--- src/rtl/rr_mux4_1.sv ---
// Round-robin 4:1 valid/ready stream merge. The output is held in one register,
// and each word carries a tag naming the input channel it came from.

module rr_mux4_1_lane (
  input  logic rst_n,
  input  logic load_en,
  input  logic gnt,
  output logic ready
);
  // Ready is forced low while reset is asserted, even between clock edges.
  assign ready = rst_n & load_en & gnt;
endmodule

module rr_mux4_1 #(
  parameter int DATA_W = 8
) (
  input  logic              clk,
  input  logic              rst_n,
  input  logic [3:0]        in_valid,
  input  logic [DATA_W-1:0] in_data0,
  input  logic [DATA_W-1:0] in_data1,
  input  logic [DATA_W-1:0] in_data2,
  input  logic [DATA_W-1:0] in_data3,
  output logic [3:0]        in_ready,
  output logic              out_valid,
  output logic [DATA_W-1:0] out_data,
  output logic [1:0]        out_sel,
  input  logic              out_ready
);
  localparam int NUM_LANES = 4;

  typedef struct packed {
    logic [DATA_W-1:0] data;
    logic [1:0]        sel;
  } word_t;

  logic [NUM_LANES-1:0][DATA_W-1:0] lane_data;
  logic [1:0]                       ptr;
  logic                             gnt_any;
  logic [1:0]                       gnt_idx;
  logic [NUM_LANES-1:0]             gnt_oh;
  logic                             load_en;
  word_t                            buf_q;

  assign lane_data = {in_data3, in_data2, in_data1, in_data0};
  assign load_en   = !out_valid | out_ready;

  // Walk from the farthest offset back to ptr, so the nearest valid channel wins.
  always_comb begin
    logic [1:0] idx;
    gnt_any = 1'b0;
    gnt_idx = ptr;
    for (int k = NUM_LANES - 1; k >= 0; k--) begin
      idx = ptr + 2'(k);
      if (in_valid[idx]) begin
        gnt_any = 1'b1;
        gnt_idx = idx;
      end
    end
  end

  always_comb begin
    gnt_oh = '0;
    if (gnt_any) gnt_oh[gnt_idx] = 1'b1;
  end

  genvar i;
  generate
    for (i = 0; i < NUM_LANES; i++) begin : g_lane
      rr_mux4_1_lane u_lane (
        .rst_n   (rst_n),
        .load_en (load_en),
        .gnt     (gnt_oh[i]),
        .ready   (in_ready[i])
      );
    end
  endgenerate

  always_ff @(posedge clk or negedge rst_n) begin
    if (!rst_n) begin
      out_valid <= 1'b0;
      buf_q     <= '0;
      ptr       <= 2'd0;
    end else if (load_en) begin
      if (gnt_any) begin
        out_valid    <= 1'b1;
        buf_q.data   <= lane_data[gnt_idx];
        buf_q.sel    <= gnt_idx;
        ptr          <= gnt_idx + 2'd1;
      end else begin
        // Drain with nothing to replace it; the last word stays visible.
        out_valid <= 1'b0;
      end
    end
  end

  assign out_data = buf_q.data;
  assign out_sel  = buf_q.sel;
endmodule

--- config.mk ---
export PLATFORM = sky130hd
export DESIGN_NAME = rr_mux4_1
export DESIGN_NICKNAME = d
export VERILOG_FILES = /design/src/rtl/rr_mux4_1.sv
export SDC_FILE = /design/constraint.sdc
export NUM_CORES = 1
export LEC_CHECK = 0
export CAP_MARGIN = 5
export CORE_MARGIN = 3
export CORE_UTILIZATION = 39
export CTS_CLUSTER_DIAMETER = 100
export DETAILED_ROUTE_END_ITERATION = 10
export GPL_TIMING_DRIVEN = 1
export HOLD_SLACK_MARGIN = 0.1
export PLACE_DENSITY = 0.8
export SYNTH_ARGS = -nofsm -noshare
export SYNTH_HDL_FRONTEND = slang
export SYNTH_SLANG_ARGS = --single-unit
--- constraint.sdc ---
create_clock -name clk -period 2.4 [get_ports clk]
set_input_delay 0.48 -clock clk [delete_from_list [all_inputs] [get_ports clk]]
set_output_delay 0.48 -clock clk [all_outputs]
set_load 0.1 [all_outputs]
==> results of run 1 <==
-- worst min-delay path by stage --
stage | cells past startpoint | start | slack [ns] | endpoint
CTS | 2 | out_sel[0] | 0.50 | out_sel[0]
detailed placement | 2 | out_sel[0] | 0.48 | out_sel[0]
global route | 2 | out_sel[0] | 0.53 | out_sel[0]
global placement | 2 | out_sel[0] | 0.47 | out_sel[0]
finish | 2 | out_sel[0] | 0.50 | out_sel[0]
floorplan | 0 | rst_n | 0.18 | out_data[0]
-- worst max-delay path, cell delays in order --
cell             delay [ns]
clkdlybuf4s15_1        0.27
nor2b_4                0.19
a2111o_1               0.52
nand2_8                0.12
nor3_1                 0.05
buf_4                  0.15
buf_12                 0.16
-- flip-flops by register name, summed over array words and instances (netlist names) --
register / cells
out_data: 8
out_sel: 2
out_valid: 1
ptr: 2
-- cell usage after synthesis --
library cell | n | share of area, %
a221o_1 | 8 | 7.9
o21ai_0 | 10 | 4.9
nor3_1 | 2 | 0.99
o21a_1 | 2 | 1.5
a2bb2oi_1 | 1 | 0.86
and2_1 | 1 | 0.62
buf_4 | 6 | 4.4
a21o_1 | 1 | 0.74
mux2_4 | 8 | 12
xnor2_1 | 1 | 0.86
nand2b_1 | 1 | 0.62
nor4_1 | 1 | 0.62
o21ai_4 | 1 | 1.6
nor2_1 | 3 | 1.1
o21ai_1 | 1 | 0.49
o2111ai_2 | 1 | 1.5
nor2b_1 | 1 | 0.62
a2111o_1 | 1 | 1.1
nor2b_4 | 1 | 1.4
a21oi_1 | 9 | 4.4
buf_6 | 3 | 3.3
dfrtp_1 | 13 | 32
o211ai_1 | 1 | 0.74
inv_1 | 1 | 0.37
nor3_4 | 1 | 1.6
nand3_1 | 9 | 4.4
nor2b_2 | 2 | 1.7
nand2_8 | 1 | 2.0
a2111oi_4 | 1 | 2.7
nand2_1 | 8 | 3.0
-- what timing repair did --
item	4_1_cts	5_1_grt
gates resized for setup	11	13
cloned	0	0
endpoints found under the setup margin	12	4
buffers inserted	7	3
pin swaps	5	7
-- cell type report --
type	count	area, um2	area share [%]
Clock buffer	4	26.3	1.42
Inverter	1	3.75	0.203
Multi-Input combinational cell	77	646	34.9
Sequential cell	13	328	17.7
Tap cell	28	35.0	1.89
Timing Repair Buffer	84	811	43.8
-- kinds of logic after synthesis --
kind of cell    share of synthesized area (%)
xor+xnor                                0.863
compound gates                           28.5
buf+inv                                  8.14
simple gates                             18.6
mux                                      11.8
flops                                    32.1
-- report_power, final --
| part | internal (uW) | leakage [uW] | switching, uW |
|---|---|---|---|
| Clock | 64.3 | 0.0000150 | 77.7 |
| Combinational | 578 | 0.000644 | 969 |
| Sequential | 305 | 0.000154 | 58.9 |
-- routing by layer --
layer	GRT usage [%]	vias up
li1	-	537
met3	5.20	2
met1	26.4	543
met4	3.64	0
met5	0	-
met2	35.6	67
-- metrics by stage --
step	instances	cell area [um2]	TNS (ns)	util, %
after CTS	204	1800	0	76.9
after global placement	193	1710	-3.33	73.0
after global routing	207	1850	-0.333	79.0
after floorplan	100	1010	0	-
after detailed placement	193	1710	-3.96	73.0
final	207	1850	-0.0562	79.0
==> run_summary.xml, run 1 <==
<?xml version="1.0" encoding="UTF-8"?>
<metrics>
  <group name="status">
    <metric name="status" unit="">finished with violations</metric>
    <metric name="violations" unit="">negative setup slack</metric>
  </group>
  <group name="routing">
    <metric name="routed_via_density" unit="">5.55</metric>
    <metric name="detailroute.via_count" unit="">1149</metric>
    <metric name="drc" unit="">0</metric>
    <metric name="drt_wl_total" unit="mm">3.45</metric>
    <metric name="highest_layer" unit="">met4</metric>
    <metric name="met3WireLength" unit="um">334</metric>
    <metric name="wl_met2" unit="mm">1.67</metric>
    <metric name="drt-met1-wl" unit="mm">1.42</metric>
    <metric name="first_iter_violations" unit="">41</metric>
    <metric name="antenna_left" unit="">0</metric>
    <metric name="detail_route.first_pass.iterations" unit="">4</metric>
    <metric name="wl_per_cell" unit="um">16.6</metric>
  </group>
  <group name="floorplanning">
    <metric name="placeableCoreArea" unit="um2">2340</metric>
    <metric name="die-area" unit="um2">3250</metric>
    <metric name="pin_count" unit="">54</metric>
    <metric name="start_util" unit="%">43.4</metric>
    <metric name="core_rows" unit="">17</metric>
    <metric name="die_width" unit="um">57.0</metric>
    <metric name="die-height" unit="um">57.0</metric>
  </group>
  <group name="setup_path">
    <metric name="worst-r2r-cell-count" unit="">9</metric>
    <metric name="path_class" unit="">input pin to output port</metric>
    <metric name="timing.critical_path.to_type" unit="">output port</metric>
    <metric name="startpoint" unit="">in_valid[0]</metric>
    <metric name="critPathArrivalTime" unit="ns">1.95</metric>
    <metric name="worst_r2r_endpoint" unit="">out_data[5]</metric>
    <metric name="setup.worst_path.end" unit="">in_ready[1]</metric>
    <metric name="worst-r2r-setup-slack" unit="ns">0.16</metric>
    <metric name="worst_ep_required_time" unit="ns">1.92</metric>
    <metric name="crit_fanout" unit="">4</metric>
    <metric name="start_kind" unit="">input pin</metric>
    <metric name="worst_r2r_startpoint" unit="">ptr[1]</metric>
  </group>
  <group name="global_route">
    <metric name="grt_use_total" unit="%">20.7</metric>
    <metric name="vias_in_the_first_global_route" unit="">1144</metric>
    <metric name="initial_antenna_violation_count" unit="">0</metric>
    <metric name="grt_first_pass_wirelength" unit="mm">5.38</metric>
    <metric name="grt_max_degree" unit="">14</metric>
    <metric name="globalRoute.totalOverflow" unit="">0</metric>
  </group>
  <group name="pwr">
    <metric name="ir_worst_vdd" unit="uV">969</metric>
    <metric name="p_leak" unit="uW">0.000812</metric>
    <metric name="power_density" unit="nW/um2">1110</metric>
    <metric name="total_power" unit="uW">2050</metric>
  </group>
  <group name="final_layout">
    <metric name="layout_stage_area_growth_over_the_synthesis_result" unit="%">82.2</metric>
    <metric name="final_cell_mix" unit="">38 x buf_4, 34 x clkdlybuf4s50_1, 11 x dfrtp_1</metric>
    <metric name="final_antenna_diode_count" unit="">0</metric>
    <metric name="n_fill_cell" unit="">164</metric>
    <metric name="drive_gt1_share" unit="%">42.5</metric>
    <metric name="fin_nets" unit="">219</metric>
    <metric name="most_common_cell_after_layout_fill_and_taps_aside" unit="">buf_4</metric>
  </group>
  <group name="clocking">
    <metric name="clock_insertion_delay_at_the_later_pin_of_the_skew_report" unit="ns">0.27</metric>
    <metric name="cts-buffers-inserted" unit="">3</metric>
    <metric name="ctsLongestPathBuffers" unit="">2</metric>
    <metric name="num_clock_sinks" unit="">13</metric>
    <metric name="h-tree-depth" unit="">1</metric>
    <metric name="ctsHoldBuffers" unit="">0</metric>
    <metric name="cts.clk_slew.worst_paths" unit="ns">0.09</metric>
    <metric name="ctsRootBufferMaster" unit="">clkbuf_4</metric>
    <metric name="tritoncts_clock_tree" unit="">yes</metric>
  </group>
  <group name="sta">
    <metric name="final-hold-violation-count" unit="">0</metric>
    <metric name="slew-limit-headroom" unit="%">63.1</metric>
    <metric name="setup_repair_after_global_routing_missed_its_margin" unit="">yes</metric>
    <metric name="fmax" unit="MHz">411</metric>
    <metric name="tightest_slew" unit="ns">0.554</metric>
    <metric name="timing.final.crit_share" unit="%">101</metric>
    <metric name="worst_setup_slack_final" unit="ns">-0.0332</metric>
    <metric name="fin_hold_ws" unit="ns">0.503</metric>
    <metric name="clk_skew" unit="ns">0.00532</metric>
    <metric name="slew_violations" unit="">0</metric>
    <metric name="fin_crit" unit="ns">2.43</metric>
    <metric name="setup-violations-final" unit="">2</metric>
  </group>
  <group name="min_path">
    <metric name="worst_hold_path_type" unit="">flop to flop</metric>
  </group>
  <group name="synth">
    <metric name="syn-instance-count" unit="">100</metric>
    <metric name="syn_area_per_cell" unit="um2">10.1</metric>
    <metric name="ys_seq_elements" unit="">13</metric>
    <metric name="yosys.cell_types.count" unit="">30</metric>
    <metric name="synth_sequential_area_ratio" unit="%">32.1</metric>
    <metric name="synth_fp_nets" unit="">139</metric>
    <metric name="synth-warning-count" unit="">0</metric>
    <metric name="syn_area" unit="um2">1010</metric>
  </group>
  <group name="place">
    <metric name="globalplace.congestion" unit="">0.824</metric>
    <metric name="io_buffers" unit="">53</metric>
    <metric name="dp_slack" unit="ns">-0.356</metric>
    <metric name="post-dp-hpwl" unit="mm">2.50</metric>
  </group>
  <group name="flow_run">
    <metric name="max-cap-violations" unit="">0</metric>
  </group>
</metrics>
No activity file was read; power rests on OpenSTA's default activity.
==> run 2: changes to the inputs <==
--- a/config.mk
+++ b/config.mk
@@ -5,6 +5,7 @@
 export SDC_FILE = /design/constraint.sdc
 export NUM_CORES = 1
 export LEC_CHECK = 0
+export ABC_CLOCK_PERIOD_IN_PS = 2400
 export CAP_MARGIN = 5
 export CORE_MARGIN = 3
 export CORE_UTILIZATION = 39
@@ -13,6 +14,7 @@
 export GPL_TIMING_DRIVEN = 1
 export HOLD_SLACK_MARGIN = 0.1
 export PLACE_DENSITY = 0.8
+export REMOVE_ABC_BUFFERS = 1
 export SYNTH_ARGS = -nofsm -noshare
 export SYNTH_HDL_FRONTEND = slang
 export SYNTH_SLANG_ARGS = --single-unit
==> run 2 against run 1 <==
Effect of this change: the flow now finishes without violations; clock power fell by 5%; sequential share of layout area rose by 0.95 points; setup slack improved by 0.053 ns; worst hold slack got worse by 0.024 ns; non-clock buffer count fell by 8; sequential power rose by 5%; fmax rose by 2.2%; first-iteration DRC count fell by 20%; clock skew fell by 0.0040 ns; die area did not move; largest power group unchanged; critical path type is now flop to output port.
==> run_summary.xml, run 2 (synthesized netlist as in run 1, its figures left out) <==
<?xml version="1.0" encoding="UTF-8"?>
<metrics>
  <group name="place">
    <metric name="post-dp-hpwl" unit="mm">2.41</metric>
    <metric name="globalplace.congestion" unit="">0.780</metric>
    <metric name="io_buffers" unit="">53</metric>
    <metric name="placed_cells_incl_taps" unit="">191</metric>
    <metric name="dp_slack" unit="ns">-0.252</metric>
  </group>
  <group name="sta">
    <metric name="slew_violations" unit="">0</metric>
    <metric name="fin_setup_tns" unit="ns">0</metric>
    <metric name="fin_hold_ws" unit="ns">0.479</metric>
    <metric name="setup-violations-final" unit="">0</metric>
    <metric name="worst_setup_slack_final" unit="ns">0.0193</metric>
    <metric name="clk_skew" unit="ns">0.00136</metric>
    <metric name="timing.final.crit_share" unit="%">99.2</metric>
    <metric name="fmax" unit="MHz">420</metric>
    <metric name="fin_crit" unit="ns">2.38</metric>
    <metric name="final-hold-violation-count" unit="">0</metric>
    <metric name="setup_repair_after_global_routing_missed_its_margin" unit="">yes</metric>
    <metric name="tightest_slew" unit="ns">0.534</metric>
    <metric name="slew-limit-headroom" unit="%">64.4</metric>
  </group>
  <group name="routing">
    <metric name="drt_wl_total" unit="mm">3.17</metric>
    <metric name="first_iter_violations" unit="">33</metric>
    <metric name="detailroute.via_count" unit="">1095</metric>
    <metric name="detail_route.first_pass.iterations" unit="">5</metric>
    <metric name="antenna_left" unit="">0</metric>
    <metric name="drc" unit="">0</metric>
    <metric name="routed_via_density" unit="">5.50</metric>
    <metric name="wl_per_cell" unit="um">15.9</metric>
  </group>
  <group name="setup_path">
    <metric name="start_kind" unit="">flop</metric>
    <metric name="crit_path_top_delay_cell" unit="">dfrtp_2</metric>
    <metric name="timing.critical_path.buf_inv" unit="">1</metric>
    <metric name="crit_fanout" unit="">4</metric>
    <metric name="path_class" unit="">flop to output port</metric>
    <metric name="worst_ep_required_time" unit="ns">1.92</metric>
    <metric name="timing.critical_path.to_type" unit="">output port</metric>
    <metric name="slowest_delay" unit="ns">0.44</metric>
    <metric name="critPathArrivalTime" unit="ns">1.90</metric>
    <metric name="path_cells" unit="">nor2b_4, a2bb2oi_2, o211ai_1, nand3_1, nor2_2, buf_12</metric>
    <metric name="timing.critical_path.max_delay_family" unit="">simple AND/OR/NAND/NOR gates</metric>
  </group>
  <group name="pwr">
    <metric name="ir_worst_vdd" unit="uV">957</metric>
    <metric name="p_leak" unit="uW">0.000762</metric>
    <metric name="power_density" unit="nW/um2">1110</metric>
  </group>
  <group name="min_path">
    <metric name="worst_hold_path_type" unit="">flop to flop</metric>
  </group>
  <group name="global_route">
    <metric name="grt_use_total" unit="%">20.8</metric>
    <metric name="grt_use_met2" unit="%">36.1</metric>
    <metric name="grt_first_pass_wirelength" unit="mm">5.28</metric>
    <metric name="initial_antenna_violation_count" unit="">0</metric>
    <metric name="met3_capacity_usage_during_global_routing" unit="%">5.43</metric>
    <metric name="gr-max-usage-layer" unit="">met2</metric>
    <metric name="global_route.usage.met1" unit="%">23.8</metric>
    <metric name="grt_max_degree" unit="">14</metric>
    <metric name="vias_in_the_first_global_route" unit="">1183</metric>
    <metric name="globalRoute.totalOverflow" unit="">0</metric>
  </group>
  <group name="final_layout">
    <metric name="layout_stage_area_growth_over_the_synthesis_result" unit="%">73.0</metric>
    <metric name="n_fill_cell" unit="">167</metric>
    <metric name="drive_gt1_share" unit="%">40.9</metric>
    <metric name="fin_nets" unit="">211</metric>
    <metric name="largest_register_ffs" unit="">8</metric>
    <metric name="most_common_cell_after_layout_fill_and_taps_aside" unit="">clkdlybuf4s50_1</metric>
    <metric name="final_cell_mix" unit="">34 x clkdlybuf4s50_1, 32 x buf_4, 11 x dfrtp_1, 9 x nand3_1, 9 x o21ai_0</metric>
    <metric name="final_antenna_diode_count" unit="">0</metric>
    <metric name="post_layout_nonfiller_instances" unit="">199</metric>
  </group>
  <group name="floorplanning">
    <metric name="pin_count" unit="">54</metric>
    <metric name="start_util" unit="%">43.4</metric>
    <metric name="die-height" unit="um">57.0</metric>
    <metric name="die-area" unit="um2">3250</metric>
    <metric name="core_rows" unit="">17</metric>
    <metric name="die_width" unit="um">57.0</metric>
    <metric name="placeableCoreArea" unit="um2">2340</metric>
  </group>
  <group name="clocking">
    <metric name="num_clock_sinks" unit="">13</metric>
    <metric name="cts.clk_slew.worst_paths" unit="ns">0.08</metric>
    <metric name="clock_insertion_delay_at_the_later_pin_of_the_skew_report" unit="ns">0.27</metric>
    <metric name="h-tree-depth" unit="">1</metric>
    <metric name="cts-buffers-inserted" unit="">3</metric>
    <metric name="tritoncts_clock_tree" unit="">yes</metric>
    <metric name="ctsLongestPathBuffers" unit="">2</metric>
    <metric name="ctsRootBufferMaster" unit="">clkbuf_4</metric>
  </group>
  <group name="flow_run">
    <metric name="max-cap-violations" unit="">0</metric>
  </group>
  <group name="status">
    <metric name="status" unit="">finished clean</metric>
  </group>
</metrics>
-- run 2: cell types whose count changed in the layout (fill, tap and decap cells not counted), sizes merged --
cell,change
buf,-8
clkdlybuf4s18,-1
clkdlybuf4s15,-1
clkbuf,+2
-- run 2: timing repair --
item | 4_1_cts | 5_1_grt
hold buffers | 0 | 0
endpoints found under the setup margin | 4 | 4
resized for setup | 12 | 12
setup buffers | 0 | 4
pin swaps | 4 | 6
-- run 2: worst min-delay path: cells and delay by family (launching register included) --
| kind | cells | cell delay [ns] |
|---|---|---|
| simple gates | 2 | 0.10 |
| flops | 1 | 0.35 |
-- run 2: worst paths after layout --
path                          endpoint  startpoint  slack [ns]  depth (start not counted)
hold reg to reg             out_sel[0]  out_sel[0]        0.48                          2
max in group asynchronous       ptr[1]       rst_n        1.64                          2
setup / recovery           in_ready[0]      ptr[0]        0.02                          6
min in group asynchronous  out_data[7]       rst_n        0.59                          2
setup reg to reg           out_data[1]      ptr[0]        0.39                          7
hold / removal              out_sel[0]  out_sel[0]        0.48                          2
-- run 2: report_power, final --
group	total [uW]	internal, uW	switching, uW
registers	381	306	75.7
logic	1430	506	921
clock network	135	64.4	70.5
total	1940	876	1070
-- run 2: layout make-up --
cell class / instances / area [um2] / share of cell area [%]
repair buffers: 76 / 716 / 40.8
multi-input cells: 77 / 647 / 36.8
flip-flops and latches: 13 / 328 / 18.7
well taps: 28 / 35.0 / 2.00
clock buffers: 4 / 26.3 / 1.50
inverters: 1 / 3.75 / 0.214
-- run 2: metrics by stage --
stage,power (uW),instance area (um2),util [%]
global route,2040,1760,75.0
CTS,1890,1720,73.5
floorplan,1310,936,-
detailed placement,1740,1670,71.3
global placement,1720,1670,71.3
finish,1940,1760,75.0
-- run 2: layer usage --
| metal | share of wire, % | up-vias |
|---|---|---|
| met5 | 0 | - |
| met4 | 2.0 | 0 |
| li1 | - | 516 |
| met3 | 6.6 | 10 |
| met2 | 52 | 51 |
| met1 | 39 | 518 |
==> run 3: changes to the inputs <==
--- a/config.mk
+++ b/config.mk
@@ -7,13 +7,16 @@
 export LEC_CHECK = 0
 export ABC_CLOCK_PERIOD_IN_PS = 2400
 export CAP_MARGIN = 5
+export CELL_PAD_IN_SITES_DETAIL_PLACEMENT = 0
+export CELL_PAD_IN_SITES_GLOBAL_PLACEMENT = 1
 export CORE_MARGIN = 3
-export CORE_UTILIZATION = 39
+export CORE_UTILIZATION = 28
 export CTS_CLUSTER_DIAMETER = 100
 export DETAILED_ROUTE_END_ITERATION = 10
 export GPL_TIMING_DRIVEN = 1
 export HOLD_SLACK_MARGIN = 0.1
-export PLACE_DENSITY = 0.8
+export PLACE_DENSITY_LB_ADDON = 0.1
+export RECOVER_POWER = 100
 export REMOVE_ABC_BUFFERS = 1
 export SYNTH_ARGS = -nofsm -noshare
 export SYNTH_HDL_FRONTEND = slang
==> run 3 against run 2 <==
Effect of this change: clock power grew 3%; non-clock buffer count grew 9; largest power group unchanged; critical path type is now input pin to output port; sequential cell count is the same; via count shrank 0.27%.
==> run_summary.xml, run 3 (synthesized netlist as in run 1, its figures left out) <==
<?xml version="1.0" encoding="UTF-8"?>
<metrics>
  <group name="pwr">
    <metric name="p_seq_share" unit="%">19.9</metric>
    <metric name="ir_worst_vdd" unit="uV">567</metric>
    <metric name="clkPwrFrac" unit="%">7.2</metric>
    <metric name="power_density" unit="nW/um2">1060</metric>
    <metric name="cell_internal_pwr" unit="uW">854</metric>
    <metric name="p_leak" unit="uW">0.000762</metric>
    <metric name="pwr-share-comb" unit="%">72.9</metric>
    <metric name="p_switching" unit="uW">1080</metric>
    <metric name="power.share.switching" unit="%">55.8</metric>
  </group>
  <group name="clocking">
    <metric name="ctsRootBufferMaster" unit="">clkbuf_4</metric>
    <metric name="cts.clk_slew.worst_paths" unit="ns">0.08</metric>
    <metric name="clock_insertion_delay_at_the_later_pin_of_the_skew_report" unit="ns">0.27</metric>
    <metric name="tritoncts_clock_tree" unit="">yes</metric>
    <metric name="ctsLongestPathBuffers" unit="">2</metric>
    <metric name="num_clock_sinks" unit="">13</metric>
    <metric name="cts-buffers-inserted" unit="">3</metric>
    <metric name="h-tree-depth" unit="">1</metric>
    <metric name="ctsHoldBuffers" unit="">0</metric>
  </group>
  <group name="floorplanning">
    <metric name="core_rows" unit="">21</metric>
    <metric name="die_width" unit="um">66.2</metric>
    <metric name="die-height" unit="um">66.2</metric>
    <metric name="die-area" unit="um2">4380</metric>
    <metric name="start_util" unit="%">29.7</metric>
    <metric name="placeableCoreArea" unit="um2">3420</metric>
    <metric name="pin_count" unit="">54</metric>
  </group>
  <group name="final_layout">
    <metric name="largest_register_ffs" unit="">8</metric>
    <metric name="finish.utilization" unit="%">53.4</metric>
    <metric name="final_cell_mix" unit="">33 x clkdlybuf4s50_1, 25 x buf_4, 15 x clkbuf_1, 11 x dfrtp_1</metric>
    <metric name="final_antenna_diode_count" unit="">0</metric>
    <metric name="fin_nets" unit="">220</metric>
    <metric name="layout_stage_area_growth_over_the_synthesis_result" unit="%">79.9</metric>
    <metric name="most_common_cell_after_layout_fill_and_taps_aside" unit="">clkdlybuf4s50_1</metric>
    <metric name="n_fill_cell" unit="">344</metric>
    <metric name="drive_gt1_share" unit="%">37.2</metric>
  </group>
  <group name="sta">
    <metric name="setup_repair_after_global_routing_missed_its_margin" unit="">yes</metric>
    <metric name="timing.final.crit_share" unit="%">99.6</metric>
    <metric name="fin_setup_tns" unit="ns">0</metric>
    <metric name="fin_crit" unit="ns">2.39</metric>
    <metric name="fmax" unit="MHz">419</metric>
    <metric name="setup-violations-final" unit="">0</metric>
    <metric name="slew_violations" unit="">0</metric>
    <metric name="worst_setup_slack_final" unit="ns">0.0106</metric>
    <metric name="slew-limit-headroom" unit="%">21.7</metric>
    <metric name="final-hold-violation-count" unit="">0</metric>
    <metric name="tightest_slew" unit="ns">1.18</metric>
    <metric name="clk_skew" unit="ns">0.000744</metric>
  </group>
  <group name="global_route">
    <metric name="initial_antenna_violation_count" unit="">0</metric>
    <metric name="global_route.usage.met1" unit="%">17.8</metric>
    <metric name="grt_max_degree" unit="">14</metric>
    <metric name="met3_capacity_usage_during_global_routing" unit="%">3.74</metric>
    <metric name="grt_use_met2" unit="%">27.6</metric>
    <metric name="globalRoute.totalOverflow" unit="">0</metric>
    <metric name="grt_first_pass_wirelength" unit="mm">5.16</metric>
    <metric name="vias_in_the_first_global_route" unit="">1186</metric>
    <metric name="grt_use_total" unit="%">15.3</metric>
    <metric name="gr-max-usage-layer" unit="">met2</metric>
  </group>
  <group name="setup_path">
    <metric name="start_kind" unit="">input pin</metric>
    <metric name="worst-r2r-setup-slack" unit="ns">0.30</metric>
    <metric name="critPathArrivalTime" unit="ns">1.91</metric>
    <metric name="path_class" unit="">input pin to output port</metric>
    <metric name="worst_ep_required_time" unit="ns">1.92</metric>
    <metric name="timing.critical_path.to_type" unit="">output port</metric>
    <metric name="crit_fanout" unit="">4</metric>
  </group>
  <group name="routing">
    <metric name="wl_per_cell" unit="um">14.6</metric>
    <metric name="drt_wl_total" unit="mm">3.30</metric>
    <metric name="detail_route.first_pass.iterations" unit="">4</metric>
    <metric name="detailroute.via_count" unit="">1092</metric>
    <metric name="first_iter_violations" unit="">36</metric>
    <metric name="drc" unit="">0</metric>
    <metric name="antenna_left" unit="">0</metric>
    <metric name="routed_via_density" unit="">4.83</metric>
  </group>
  <group name="place">
    <metric name="io_buffers" unit="">53</metric>
    <metric name="globalplace.congestion" unit="">0.766</metric>
    <metric name="post-dp-hpwl" unit="mm">2.58</metric>
    <metric name="dp_slack" unit="ns">-0.265</metric>
  </group>
  <group name="status">
    <metric name="status" unit="">finished clean</metric>
  </group>
  <group name="min_path">
    <metric name="worst_hold_path_type" unit="">flop to flop</metric>
  </group>
  <group name="flow_run">
    <metric name="max-cap-violations" unit="">0</metric>
  </group>
</metrics>
-- run 3: power by group through the flow --
stage | combinational, uW | clock, uW | sequential [uW]
after floorplan | 416 | 0 | 893
after global placement | 1370 | 0 | 383
after detailed placement | 1380 | 0 | 389
after CTS | 1450 | 145 | 392
after global routing | 1480 | 156 | 395
final | 1410 | 139 | 384
-- run 3: layout make-up --
| cell class | instances | area [um2] | area share [%] |
|---|---|---|---|
| repair buffers | 85 | 751 | 41.1 |
| multi-input cells | 77 | 659 | 36.1 |
| flip-flops and latches | 13 | 328 | 18.0 |
| well taps | 46 | 57.6 | 3.15 |
| clock buffers | 4 | 26.3 | 1.44 |
| inverters | 1 | 3.75 | 0.206 |
-- run 3: path summary, 6_finish.rpt --
kind / end / start / depth (start not counted)
max in group asynchronous: ptr[1] / rst_n / 2
hold / removal: out_sel[0] / out_sel[0] / 2
setup reg to reg: out_data[2] / ptr[1] / 7
min in group asynchronous: out_valid / rst_n / 2
setup / recovery: in_ready[3] / in_valid[1] / 7
hold reg to reg: out_sel[0] / out_sel[0] / 2
-- run 3: metrics by stage --
step / cells / hold WS [ns] / area (um2) / total power, uW
floorplan: 91 / 0.184 / 936 / 1310
global placement: 215 / 0.460 / 1750 / 1750
detailed placement: 215 / 0.466 / 1750 / 1770
CTS: 224 / 0.487 / 1860 / 1990
global route: 226 / 0.526 / 1830 / 2030
finish: 226 / 0.476 / 1830 / 1930
-- run 3: what timing repair did --
item                                    CTS  global route
endpoints found under the setup margin    4             4
gates resized for setup                  18             8
setup buffers                             5             2
pin swaps                                 9             6
-- run 3: critical path: stages --
cell and delay (ns):
dlygate4sd2_1 0.27, buf_4 0.17, a2111oi_4 0.38, nor2_2 0.10, nor3_2 0.20, buf_4 0.15
buf_12 0.16
-- run 3: layer usage --
layer	share of wire [%]	up-vias	wire (um)
li1	-	534	-
met1	43	524	1410
met2	53	32	1740
met3	4.2	2	140
met4	0.42	0	14
met5	0	-	0
